--- config.mk ---
export PLATFORM = sky130hd
export DESIGN_NAME = dmem_arbiter_flat
export DESIGN_NICKNAME = d
export VERILOG_FILES = /design/src/rtl/dmem_arbiter_pkg.sv /design/src/rtl/dmem_arbiter_if.sv /design/src/rtl/dmem_arbiter_rr_arb2.sv /design/src/rtl/dmem_arbiter.sv /design/src/flat_wrapper.sv
export SDC_FILE = /design/constraint.sdc
export NUM_CORES = 1
export LEC_CHECK = 0
export BUFFER_PORTS_ARGS = -buffer_cell sky130_fd_sc_hd__buf_2
export CAP_MARGIN = 30
export CORE_AREA = 2 2 106 108
export CTS_CLUSTER_SIZE = 24
export DETAILED_ROUTE_END_ITERATION = 16
export DIE_AREA = 0 0 108 110
export PLACE_DENSITY = 0.81
export SYNTH_ARGS = -nofsm -noshare
export SYNTH_HDL_FRONTEND = slang
export SYNTH_HIERARCHICAL = 1
export SYNTH_SLANG_ARGS = --single-unit
--- constraint.sdc ---
create_clock -name clk -period 1.8 [get_ports clk]
set_input_delay 0 -clock clk [delete_from_list [all_inputs] [get_ports clk]]
set_output_delay 0 -clock clk [all_outputs]
set_load 0.005 [all_outputs]
--- src/rtl/dmem_arbiter_pkg.sv ---
// Shared constants and types for the MEM-stage data-memory arbiter.
// owner_t records which requester last held the memory port.
package dmem_arbiter_pkg;

  localparam int DMEM_DEPTH = 32;
  localparam int DMEM_AW    = 5;

  typedef enum logic {
    OWN_CPU = 1'b0,
    OWN_LD  = 1'b1
  } owner_t;

  // Word addresses at or beyond the memory size are rejected, never aliased.
  function automatic logic addr_oor(input logic [31:0] addr, input int unsigned depth);
    return addr >= depth;
  endfunction

endpackage

--- src/rtl/dmem_arbiter_if.sv ---
// Bus bundle between the CPU MEM stage, the loader, the data memory and the arbiter.
// The arbiter uses the slave view; the surrounding system uses the master view.
interface dmem_arbiter_if #(
  parameter int AW = dmem_arbiter_pkg::DMEM_AW
);
  logic          cpu_rd;
  logic          cpu_wr;
  logic [31:0]   cpu_addr;
  logic [31:0]   cpu_wdata;
  logic [31:0]   cpu_rdata;
  logic          cpu_rvalid;
  logic          cpu_stall;

  logic          ld_req;
  logic          ld_we;
  logic [31:0]   ld_addr;
  logic [31:0]   ld_wdata;
  logic          ld_gnt;
  logic [31:0]   ld_rdata;
  logic          ld_rvalid;

  logic          mem_en;
  logic          mem_we;
  logic [AW-1:0] mem_addr;
  logic [31:0]   mem_wdata;
  logic [31:0]   mem_rdata;

  logic          addr_err;

  modport slave (
    input  cpu_rd, cpu_wr, cpu_addr, cpu_wdata,
    output cpu_rdata, cpu_rvalid, cpu_stall,
    input  ld_req, ld_we, ld_addr, ld_wdata,
    output ld_gnt, ld_rdata, ld_rvalid,
    output mem_en, mem_we, mem_addr, mem_wdata,
    input  mem_rdata,
    output addr_err
  );

  modport master (
    output cpu_rd, cpu_wr, cpu_addr, cpu_wdata,
    input  cpu_rdata, cpu_rvalid, cpu_stall,
    output ld_req, ld_we, ld_addr, ld_wdata,
    input  ld_gnt, ld_rdata, ld_rvalid,
    input  mem_en, mem_we, mem_addr, mem_wdata,
    output mem_rdata,
    input  addr_err
  );

endinterface

--- src/rtl/dmem_arbiter_rr_arb2.sv ---
// Two-way round-robin arbiter: bit 0 is the CPU, bit 1 the loader.
// On a conflict the requester that did not own the last grant wins.
module rr_arb2
  import dmem_arbiter_pkg::*;
(
  input  logic       clk,
  input  logic       rst,
  input  logic [1:0] i_req,
  output logic [1:0] o_gnt
);

  owner_t r_last_owner;

  always_comb begin
    o_gnt = 2'b00;
    unique case (i_req)
      2'b01:   o_gnt = 2'b01;
      2'b10:   o_gnt = 2'b10;
      2'b11:   o_gnt = (r_last_owner == OWN_LD) ? 2'b01 : 2'b10;
      default: o_gnt = 2'b00;
    endcase
  end

  // Reset to LD so the CPU wins the first conflict.
  always_ff @(posedge clk) begin
    if (rst) begin
      r_last_owner <= OWN_LD;
    end else if (|o_gnt) begin
      r_last_owner <= o_gnt[0] ? OWN_CPU : OWN_LD;
    end
  end

endmodule

--- src/rtl/dmem_arbiter.sv ---
// Shares the single-port data memory between the CPU MEM stage and the loader,
// range-checks addresses and routes 1-cycle read returns back to the issuer.
module dmem_arbiter
  import dmem_arbiter_pkg::*;
#(
  parameter int DEPTH = DMEM_DEPTH,
  parameter int AW    = DMEM_AW
) (
  input  logic           clk,
  input  logic           rst,
  dmem_arbiter_if.slave  bus
);

  logic        w_cpu_act;
  logic [1:0]  w_req;
  logic [1:0]  w_gnt;
  logic [31:0] w_sel_addr;
  logic [31:0] w_sel_wdata;
  logic        w_sel_we;
  logic        w_oor;
  logic        w_acc_ok;
  logic        w_rd_cpu_p0;
  logic        w_rd_ld_p0;
  logic        w_rd_err_p0;
  logic        w_cpu_vld_p1;
  logic        w_ld_vld_p1;
  logic [31:0] w_ret_p1;

  logic        r_rd_pend_cpu_p1;
  logic        r_rd_pend_ld_p1;
  logic        r_rd_pend_err_p1;
  logic        r_addr_err;
  logic [31:0] r_cpu_rdata_p1;
  logic [31:0] r_ld_rdata_p1;

  // Write wins over read when the MEM stage raises both.
  assign w_cpu_act = bus.cpu_rd | bus.cpu_wr;
  assign w_req     = rst ? 2'b00 : {bus.ld_req, w_cpu_act};

  rr_arb2 u_arb (
    .clk   (clk),
    .rst   (rst),
    .i_req (w_req),
    .o_gnt (w_gnt)
  );

  always_comb begin
    w_sel_addr  = '0;
    w_sel_wdata = '0;
    w_sel_we    = 1'b0;
    if (w_gnt[0]) begin
      w_sel_addr  = bus.cpu_addr;
      w_sel_wdata = bus.cpu_wdata;
      w_sel_we    = bus.cpu_wr;
    end else if (w_gnt[1]) begin
      w_sel_addr  = bus.ld_addr;
      w_sel_wdata = bus.ld_wdata;
      w_sel_we    = bus.ld_we;
    end
  end

  assign w_oor    = addr_oor(w_sel_addr, DEPTH);
  assign w_acc_ok = (|w_gnt) & ~w_oor;

  assign bus.mem_en    = w_acc_ok;
  assign bus.mem_we    = w_acc_ok & w_sel_we;
  assign bus.mem_addr  = w_sel_addr[AW-1:0];
  assign bus.mem_wdata = w_sel_wdata;

  assign bus.cpu_stall = w_cpu_act & ~w_gnt[0];
  assign bus.ld_gnt    = w_gnt[1];

  assign w_rd_cpu_p0 = w_gnt[0] & ~bus.cpu_wr;
  assign w_rd_ld_p0  = w_gnt[1] & ~bus.ld_we;
  assign w_rd_err_p0 = (w_rd_cpu_p0 | w_rd_ld_p0) & w_oor;

  // ---- p0 -> p1: issue registered, memory data returns this cycle ----
  always_ff @(posedge clk) begin
    if (rst) begin
      r_rd_pend_cpu_p1 <= 1'b0;
      r_rd_pend_ld_p1  <= 1'b0;
      r_rd_pend_err_p1 <= 1'b0;
      r_addr_err       <= 1'b0;
      r_cpu_rdata_p1   <= '0;
      r_ld_rdata_p1    <= '0;
    end else begin
      r_rd_pend_cpu_p1 <= w_rd_cpu_p0;
      r_rd_pend_ld_p1  <= w_rd_ld_p0;
      r_rd_pend_err_p1 <= w_rd_err_p0;
      if ((|w_gnt) & w_oor) r_addr_err <= 1'b1;
      if (w_cpu_vld_p1) r_cpu_rdata_p1 <= w_ret_p1;
      if (w_ld_vld_p1)  r_ld_rdata_p1  <= w_ret_p1;
    end
  end

  // A return landing in a reset cycle is dropped.
  assign w_cpu_vld_p1 = r_rd_pend_cpu_p1 & ~rst;
  assign w_ld_vld_p1  = r_rd_pend_ld_p1 & ~rst;
  assign w_ret_p1     = r_rd_pend_err_p1 ? 32'd0 : bus.mem_rdata;

  assign bus.cpu_rvalid = w_cpu_vld_p1;
  assign bus.ld_rvalid  = w_ld_vld_p1;
  assign bus.cpu_rdata  = w_cpu_vld_p1 ? w_ret_p1 : r_cpu_rdata_p1;
  assign bus.ld_rdata   = w_ld_vld_p1 ? w_ret_p1 : r_ld_rdata_p1;
  assign bus.addr_err   = r_addr_err;

endmodule

--- src/flat_wrapper.sv ---
// flat-port wrapper written by rule: the top's interface ports become plain ports
module dmem_arbiter_flat import dmem_arbiter_pkg::*;
#(
  parameter int DEPTH = DMEM_DEPTH,
  parameter int AW    = DMEM_AW
)
  (clk, rst, bus_cpu_rd, bus_cpu_wr, bus_cpu_addr, bus_cpu_wdata, bus_cpu_rdata, bus_cpu_rvalid, bus_cpu_stall, bus_ld_req, bus_ld_we, bus_ld_addr, bus_ld_wdata, bus_ld_gnt, bus_ld_rdata, bus_ld_rvalid, bus_mem_en, bus_mem_we, bus_mem_addr, bus_mem_wdata, bus_mem_rdata, bus_addr_err);
  dmem_arbiter_if #(.AW(AW)) bus_i ();
  input  logic clk;
  input  logic rst;
  input wire logic [$bits(bus_i.cpu_rd)-1:0] bus_cpu_rd;
  input wire logic [$bits(bus_i.cpu_wr)-1:0] bus_cpu_wr;
  input wire logic [$bits(bus_i.cpu_addr)-1:0] bus_cpu_addr;
  input wire logic [$bits(bus_i.cpu_wdata)-1:0] bus_cpu_wdata;
  output wire logic [$bits(bus_i.cpu_rdata)-1:0] bus_cpu_rdata;
  output wire logic [$bits(bus_i.cpu_rvalid)-1:0] bus_cpu_rvalid;
  output wire logic [$bits(bus_i.cpu_stall)-1:0] bus_cpu_stall;
  input wire logic [$bits(bus_i.ld_req)-1:0] bus_ld_req;
  input wire logic [$bits(bus_i.ld_we)-1:0] bus_ld_we;
  input wire logic [$bits(bus_i.ld_addr)-1:0] bus_ld_addr;
  input wire logic [$bits(bus_i.ld_wdata)-1:0] bus_ld_wdata;
  output wire logic [$bits(bus_i.ld_gnt)-1:0] bus_ld_gnt;
  output wire logic [$bits(bus_i.ld_rdata)-1:0] bus_ld_rdata;
  output wire logic [$bits(bus_i.ld_rvalid)-1:0] bus_ld_rvalid;
  output wire logic [$bits(bus_i.mem_en)-1:0] bus_mem_en;
  output wire logic [$bits(bus_i.mem_we)-1:0] bus_mem_we;
  output wire logic [$bits(bus_i.mem_addr)-1:0] bus_mem_addr;
  output wire logic [$bits(bus_i.mem_wdata)-1:0] bus_mem_wdata;
  input wire logic [$bits(bus_i.mem_rdata)-1:0] bus_mem_rdata;
  output wire logic [$bits(bus_i.addr_err)-1:0] bus_addr_err;
  assign bus_i.cpu_rd = bus_cpu_rd;
  assign bus_i.cpu_wr = bus_cpu_wr;
  assign bus_i.cpu_addr = bus_cpu_addr;
  assign bus_i.cpu_wdata = bus_cpu_wdata;
  assign bus_cpu_rdata = bus_i.cpu_rdata;
  assign bus_cpu_rvalid = bus_i.cpu_rvalid;
  assign bus_cpu_stall = bus_i.cpu_stall;
  assign bus_i.ld_req = bus_ld_req;
  assign bus_i.ld_we = bus_ld_we;
  assign bus_i.ld_addr = bus_ld_addr;
  assign bus_i.ld_wdata = bus_ld_wdata;
  assign bus_ld_gnt = bus_i.ld_gnt;
  assign bus_ld_rdata = bus_i.ld_rdata;
  assign bus_ld_rvalid = bus_i.ld_rvalid;
  assign bus_mem_en = bus_i.mem_en;
  assign bus_mem_we = bus_i.mem_we;
  assign bus_mem_addr = bus_i.mem_addr;
  assign bus_mem_wdata = bus_i.mem_wdata;
  assign bus_i.mem_rdata = bus_mem_rdata;
  assign bus_addr_err = bus_i.addr_err;
  dmem_arbiter #(.DEPTH(DEPTH), .AW(AW)) u_core (.clk(clk), .rst(rst), .bus(bus_i));
endmodule
Yosys cells after proc, flatten, opt, wreduce, memory -nomap -nowiden. Cells that the tools add are included.

Order comparisons: 1. Muxes and demuxes: 13. Bitwise operators: 16. Eq/ne operators: 3. Reduce and logical (&&, ||, !) cells: 1.

Operator list (count): 32-bit two-way mux (7); 32-bit by 6-bit greater-or-equal comparator with 1-bit output, second input constant (1); 1-bit AND (9); 2-bit one-hot mux with 3 select lines (1); 1-bit NOT (5); 2-bit == test, second input constant (2); 2-bit two-way mux (2); 1-bit two-way mux (3); 2-bit by 1-bit == test with 1-bit output, second input constant (1); 1-bit bitwise OR (2); 2-bit OR reduction (1).

Logic and storage cells: 41. Bits in registers: 69.

Logic depth before layout (Yosys ltp).
Depth after elaboration: 10. Gate-level depth with buffers: 9. Gate-level depth less buffers: 7.

By module. The synthesis kept the hierarchy.

By module, submodules not included: dmem_arbiter (times used 1, cells an instance 405, area an instance 3467.1 um^2); rr_arb2 (times used 1, cells an instance 7, area an instance 55.1 um^2).

Least setup slack after synthesis. Ideal clock, no wire load.

Path kind: input-to-reg. Start point: input port rst. End point: register u_core.r_rd_pend_err_p1. Path buffers: 3. Setup slack: 0.168 ns. Arrival: 1.516 ns. Cell stages on the path: 9. Cell sequence: buf_4 clkbuf_1 nor2b_1 a21boi_0 buf_6 nor4b_2 nand4_1 or2_1 o211a_1.

RTL lines: from (decl) (line flat_wrapper.sv:10) `input logic rst;`; 2-bit two-way mux * (line dmem_arbiter.sv:38) `assign w_req = rst ? 2'b00 : {bus.ld_req, w_cpu_act};`; named net u_core.w_req[1] (line dmem_arbiter.sv:15) `logic [1:0] w_req;`; 2-bit == test / 2-bit by 1-bit == test with 1-bit output (equally long branches) (line dmem_arbiter_rr_arb2.sv:16) `unique case (i_req)`; 2-bit one-hot mux with 3 select lines * (line dmem_arbiter_rr_arb2.sv:16); named net u_core.w_gnt[0] (line dmem_arbiter.sv:16) `logic [1:0] w_gnt;`; 32-bit two-way mux / 1-bit AND (equally long branches) (line dmem_arbiter.sv:51, dmem_arbiter.sv:73); 32-bit by 6-bit greater-or-equal comparator with 1-bit output / 1-bit bitwise OR (equally long branches) (line dmem_arbiter_pkg.sv:15, dmem_arbiter.sv:75); 1-bit AND * (line dmem_arbiter.sv:75) `assign w_rd_err_p0 = (w_rd_cpu_p0 | w_rd_ld_p0) & w_oor;`; to (signal assigned) (line dmem_arbiter.sv:89) `r_rd_pend_err_p1 <= w_rd_err_p0;`; to (decl) (line dmem_arbiter.sv:31) `logic r_rd_pend_err_p1;`.

The timed path passes the listed nets; every way through them passes the cells marked *. A chain may end at the register's enable or synchronous reset.

Worst setup path in the final report.
Start point: register u_core.u_arb.r_last_owner. End point: output port bus_mem_wdata[9].

RTL lines: from (decl) (line dmem_arbiter_rr_arb2.sv:12) `owner_t r_last_owner;`; from (signal assigned) (line dmem_arbiter_rr_arb2.sv:29) `r_last_owner <= o_gnt[0] ? OWN_CPU : OWN_LD;`; 2-bit two-way mux (line dmem_arbiter_rr_arb2.sv:19) `2'b11: o_gnt = (r_last_owner == OWN_LD) ? 2'b01 : 2'b10;`; 2-bit one-hot mux with 3 select lines (line dmem_arbiter_rr_arb2.sv:16); named net u_core.w_gnt[0] (line dmem_arbiter.sv:16); 32-bit two-way mux (line dmem_arbiter.sv:51) `if (w_gnt[0]) begin`; to (decl) (line flat_wrapper.sv:28) `output wire logic [$bits(bus_i.mem_wdata)-1:0] bus_mem_wdata;`.

The timed path passes the listed nets, and every way through them passes these cells.

==> impl_metrics.csv <==
group,metric,value,unit
power_and_ir_drop,power_switching,0.000983,W
clock_network,cts_buffers,9,
grt,antenna_found_initial,3,
power_and_ir_drop,p_leak,2.79,nW
critical_path,reg2reg_to,"u_core/bus.addr_err$_SDFFE_PP0P_",
grt,grt_pass1_vias,3632,
synth,synth_flop_cell,"dfxtp_1",
synth,ys_seq_elements,69,
critical_path,cp_max_fo,17,
cells_and_area,design_area,5530,µm²
cells_and_area,synthToLayoutAreaGrowth,57.1,%
timing,fin_crit,1940,ps
floorplanning,pin_count,274,
critical_path,reg2reg_setup_slack,120,ps
floorplanning,die_x,108,µm
critical_path,cp-endpoint,"bus_mem_wdata[9]",
critical_path,r2r-start,"u_core/u_arb/r_last_owner$_SDFFE_PP1P_",
clock_network,cts.clk_slew.worst_paths,80,ps
clock_network,insertion_delay,340,ps
routing,drc,0,
synth,async_flop_share,0,%
power_and_ir_drop,switching_share,25.1,%
critical_path,path_class,"reg -> out",
critical_path,critPathMostFrequentCell,"buf_12",
critical_path,ff2ff_path_depth,9,
critical_path,cpMaxStageDelayCell,"dfxtp_2",
timing,hold_viol,0,
synth,yosysWarnings,6,
placed_design,port-buffer-count,273,
timing,fmax,515,MHz
timing,final.period_utilization,108,%
routing,via_per_inst,4.75,
run,drv_cap,0,
critical_path,crit_start,"u_core/u_arb/r_last_owner$_SDFFE_PP1P_",
routing,wirelength,15000,µm
timing,max_slew.worst_pin.slew,407,ps
power_and_ir_drop,powerDensity,707,nW/µm²
power_and_ir_drop,seqPwrFrac,39.9,%
clock_network,htreeDepth,3,
status,run_status,"complete, but fails checks",
power_and_ir_drop,power_frac_clock,40.9,%
synth,synth_edf_count,0,
floorplanning,core.rowCount,38,
hold_path,hp-class,"in -> reg",
critical_path,crit_path_cell_trace,"inv_2 -> a21boi_4 -> buf_4 -> nor2b_4 -> buf_12 -> buf_12 -> clkbuf_16 -> a22o_1 -> buf_2",
grt,grt_max_degree,72,
synth,syn_area,3520,µm²
synth,syn_inst,412,
timing,rsz0062_at_grt,"yes",
status,violations,"negative setup slack",
clock_network,tritoncts,"yes",
clock_network,ctsRootBufferMaster,"clkbuf_8",
routing,drtIter0Drc,281,
critical_path,start_kind,"flop",
critical_path,arrival,1940,ps
clock_network,cts_buffer_depth,2,
floorplanning,dieArea,11900,µm²
placed_design,placed_cells,803,
floorplanning,core-area,10700,µm²
grt,gr-usage-all-layers,23.8,%
timing,hold_ws,53.5,ps
routing,ant_nets,0,
timing,fin_worst_skew,4.91,ps
critical_path,end_kind,"output port",
power_and_ir_drop,vdd_drop_max,0.485,mV
timing,setup_ws,-143,ps
timing,setup-violations-final,29,
routing,vias,3979,
synth,ys_types,30,
cells_and_area,drive_gt1_share,52.7,%
synth,ys_seq_area_share,39.2,%
clock_network,cts_sinks,69,
timing,maxSlewHeadroom,72.8,%
placed_design,post-dp-hpwl,12000,µm
power_and_ir_drop,power_frac_comb,19.2,%
cells_and_area,instances_no_fill,837,
floorplanning,die_y,110,µm
placed_design,placed_area,5000,µm²
critical_path,crit_required,1800,ps
grt,grt_first_pass_wirelength,20300,µm
critical_path,cpPeakStageDelay,340,ps
placed_design,place_congestion,1.01,
hold_path,hold_depth,4,
routing,wl_per_cell,17.9,µm
routing,dr.pass1.iters,4,
cells_and_area,layout.nets,854,
power_and_ir_drop,p_int,0.00293,W
grt,overflow,0,
synth,syn-num-nets,578,
synth,syn_area_per_cell,8.55,µm²
timing,slew_violations,0,
floorplanning,initial_core_util,32.9,%
placed_design,post-place-ws,190,ps
registers in the layout (all words and copies together) (netlist names):
register                   count
u_core/u_arb/r_last_owner      1
u_core/r_rd_pend_ld_p1         1
u_core/bus.addr_err            1
u_core/r_rd_pend_err_p1        1
u_core/r_ld_rdata_p1          32
u_core/r_rd_pend_cpu_p1        1
u_core/r_cpu_rdata_p1         32
routing by layer:
layer  vias to the layer above  global-route usage (%)  part of all wire, %
li1                       1971                       -                    -
met1                      1800                    27.4                   39
met2                       183                    38.8                   47
met3                        23                    9.94                   12
met4                         2                    10.5                  2.7
met5                         -                       0                 0.11
power by group through the flow:
| stage | registers, W | logic, W | clock network [W] |
|---|---|---|---|
| after global routing | 0.00156 | 0.000807 | 0.00170 |
| after CTS | 0.00156 | 0.000698 | 0.00164 |
| after global placement | 0.00159 | 0.000679 | 0 |
| after floorplan | 0.00159 | 0.000288 | 0 |
| final | 0.00156 | 0.000752 | 0.00160 |
| after detailed placement | 0.00160 | 0.000682 | 0 |
worst max-delay path: cells and delay by family, from the launching register on:
family | cells | cell delay, ps
AO/OA/AOI/OAI | 2 | 420
buffers and inverters | 6 | 770
flip-flops | 1 | 340
AND/OR/NAND/NOR | 1 | 50
cell type report:
cell class                      count  area [µm²]
Timing Repair Buffer              299        1720
Inverter                            3        11.3
Sequential cell                    69        1380
Tap cell                          140         175
Antenna cell                        4        10.0
Multi-Input combinational cell    306        1970
Fill cell                        1077        5170
Clock buffer                       11         151
Clock inverter                      5         106
layout by cell type, fill, tap and decap left out, types with 2 or more instances in the layout:
master,netlist,routed
inv_1,3,2
buf_6,9,3
dlygate4sd3_1,0,2
buf_2,6,266
diode_2,0,4
nor4_1,12,12
o21ai_2,37,37
dfxtp_1,69,68
nand4_1,2,2
clkbuf_8,0,11
a22o_1,36,36
clkbuf_16,0,3
nand3_1,2,2
buf_12,0,6
nor2_1,6,5
buf_4,4,19
o21ai_1,27,27
a21oi_2,0,2
nor3b_1,2,2
nand2_1,67,66
nand2b_1,34,33
nor2b_1,66,65
bufinv_16,0,3
Yosys cell counts, drive strengths merged, types with 2 or more instances:
master	n	share of area, %
dfxtp	69	39
nand2	67	7.1
nor2b	66	12
o21ai	65	13
a22o	36	9.0
nand2b	35	6.4
buf	19	4.6
clkbuf	15	1.6
nor4	13	2.5
nor2	6	0.64
inv	3	0.32
a21oi	2	0.28
nand3	2	0.28
nand4	2	0.36
nor3b	2	0.43
or2	2	0.36
cell families (layout without fill, tap and decap cells):
logic type | after synthesis | in the layout | synth area share [%]
AND/OR/NAND/NOR | 197 | 197 | 30.4
AO/OA/AOI/OAI | 109 | 109 | 23.8
flip-flops | 69 | 69 | 39.2
buffers and inverters | 37 | 318 | 6.50
other | 0 | 4 | 0
stage by stage:
stage               setup TNS, ps  total power [W]  utilization (%)
detailed placement              0          0.00228             46.8
finish                      -2190          0.00391             51.7
floorplan                       0          0.00188                -
global placement                0          0.00227             46.8
global route                -3990          0.00407             51.7
CTS                          -190          0.00390             49.9
repair_timing:
action	in CTS	in global routing
buffers inserted	6	3
hold buffers	2	0
cloned	0	4
setup endpoints to repair	2	19
pin swaps	4	7
hold endpoints to repair	2	0
resized for setup	4	18
worst min path at each step:
| stage | endpoint | start | slack, ps |
|---|---|---|---|
| finish | u_core/r_cpu_rdata_p1[27]$_SDFF_PP0_ | bus_mem_rdata[27] | 50 |
| global route | u_core/r_cpu_rdata_p1[27]$_SDFF_PP0_ | bus_mem_rdata[27] | 60 |
| CTS | u_core/r_cpu_rdata_p1[27]$_SDFF_PP0_ | bus_mem_rdata[27] | 30 |
| detailed placement | u_core/r_rd_pend_ld_p1$_SDFF_PP0_ | bus_ld_we | 230 |
| global placement | u_core/r_rd_pend_ld_p1$_SDFF_PP0_ | bus_ld_we | 240 |
| floorplan | u_core/u_arb/r_last_owner$_SDFFE_PP1P_ | rst | 90 |
(Power assumes the default switching activity.)
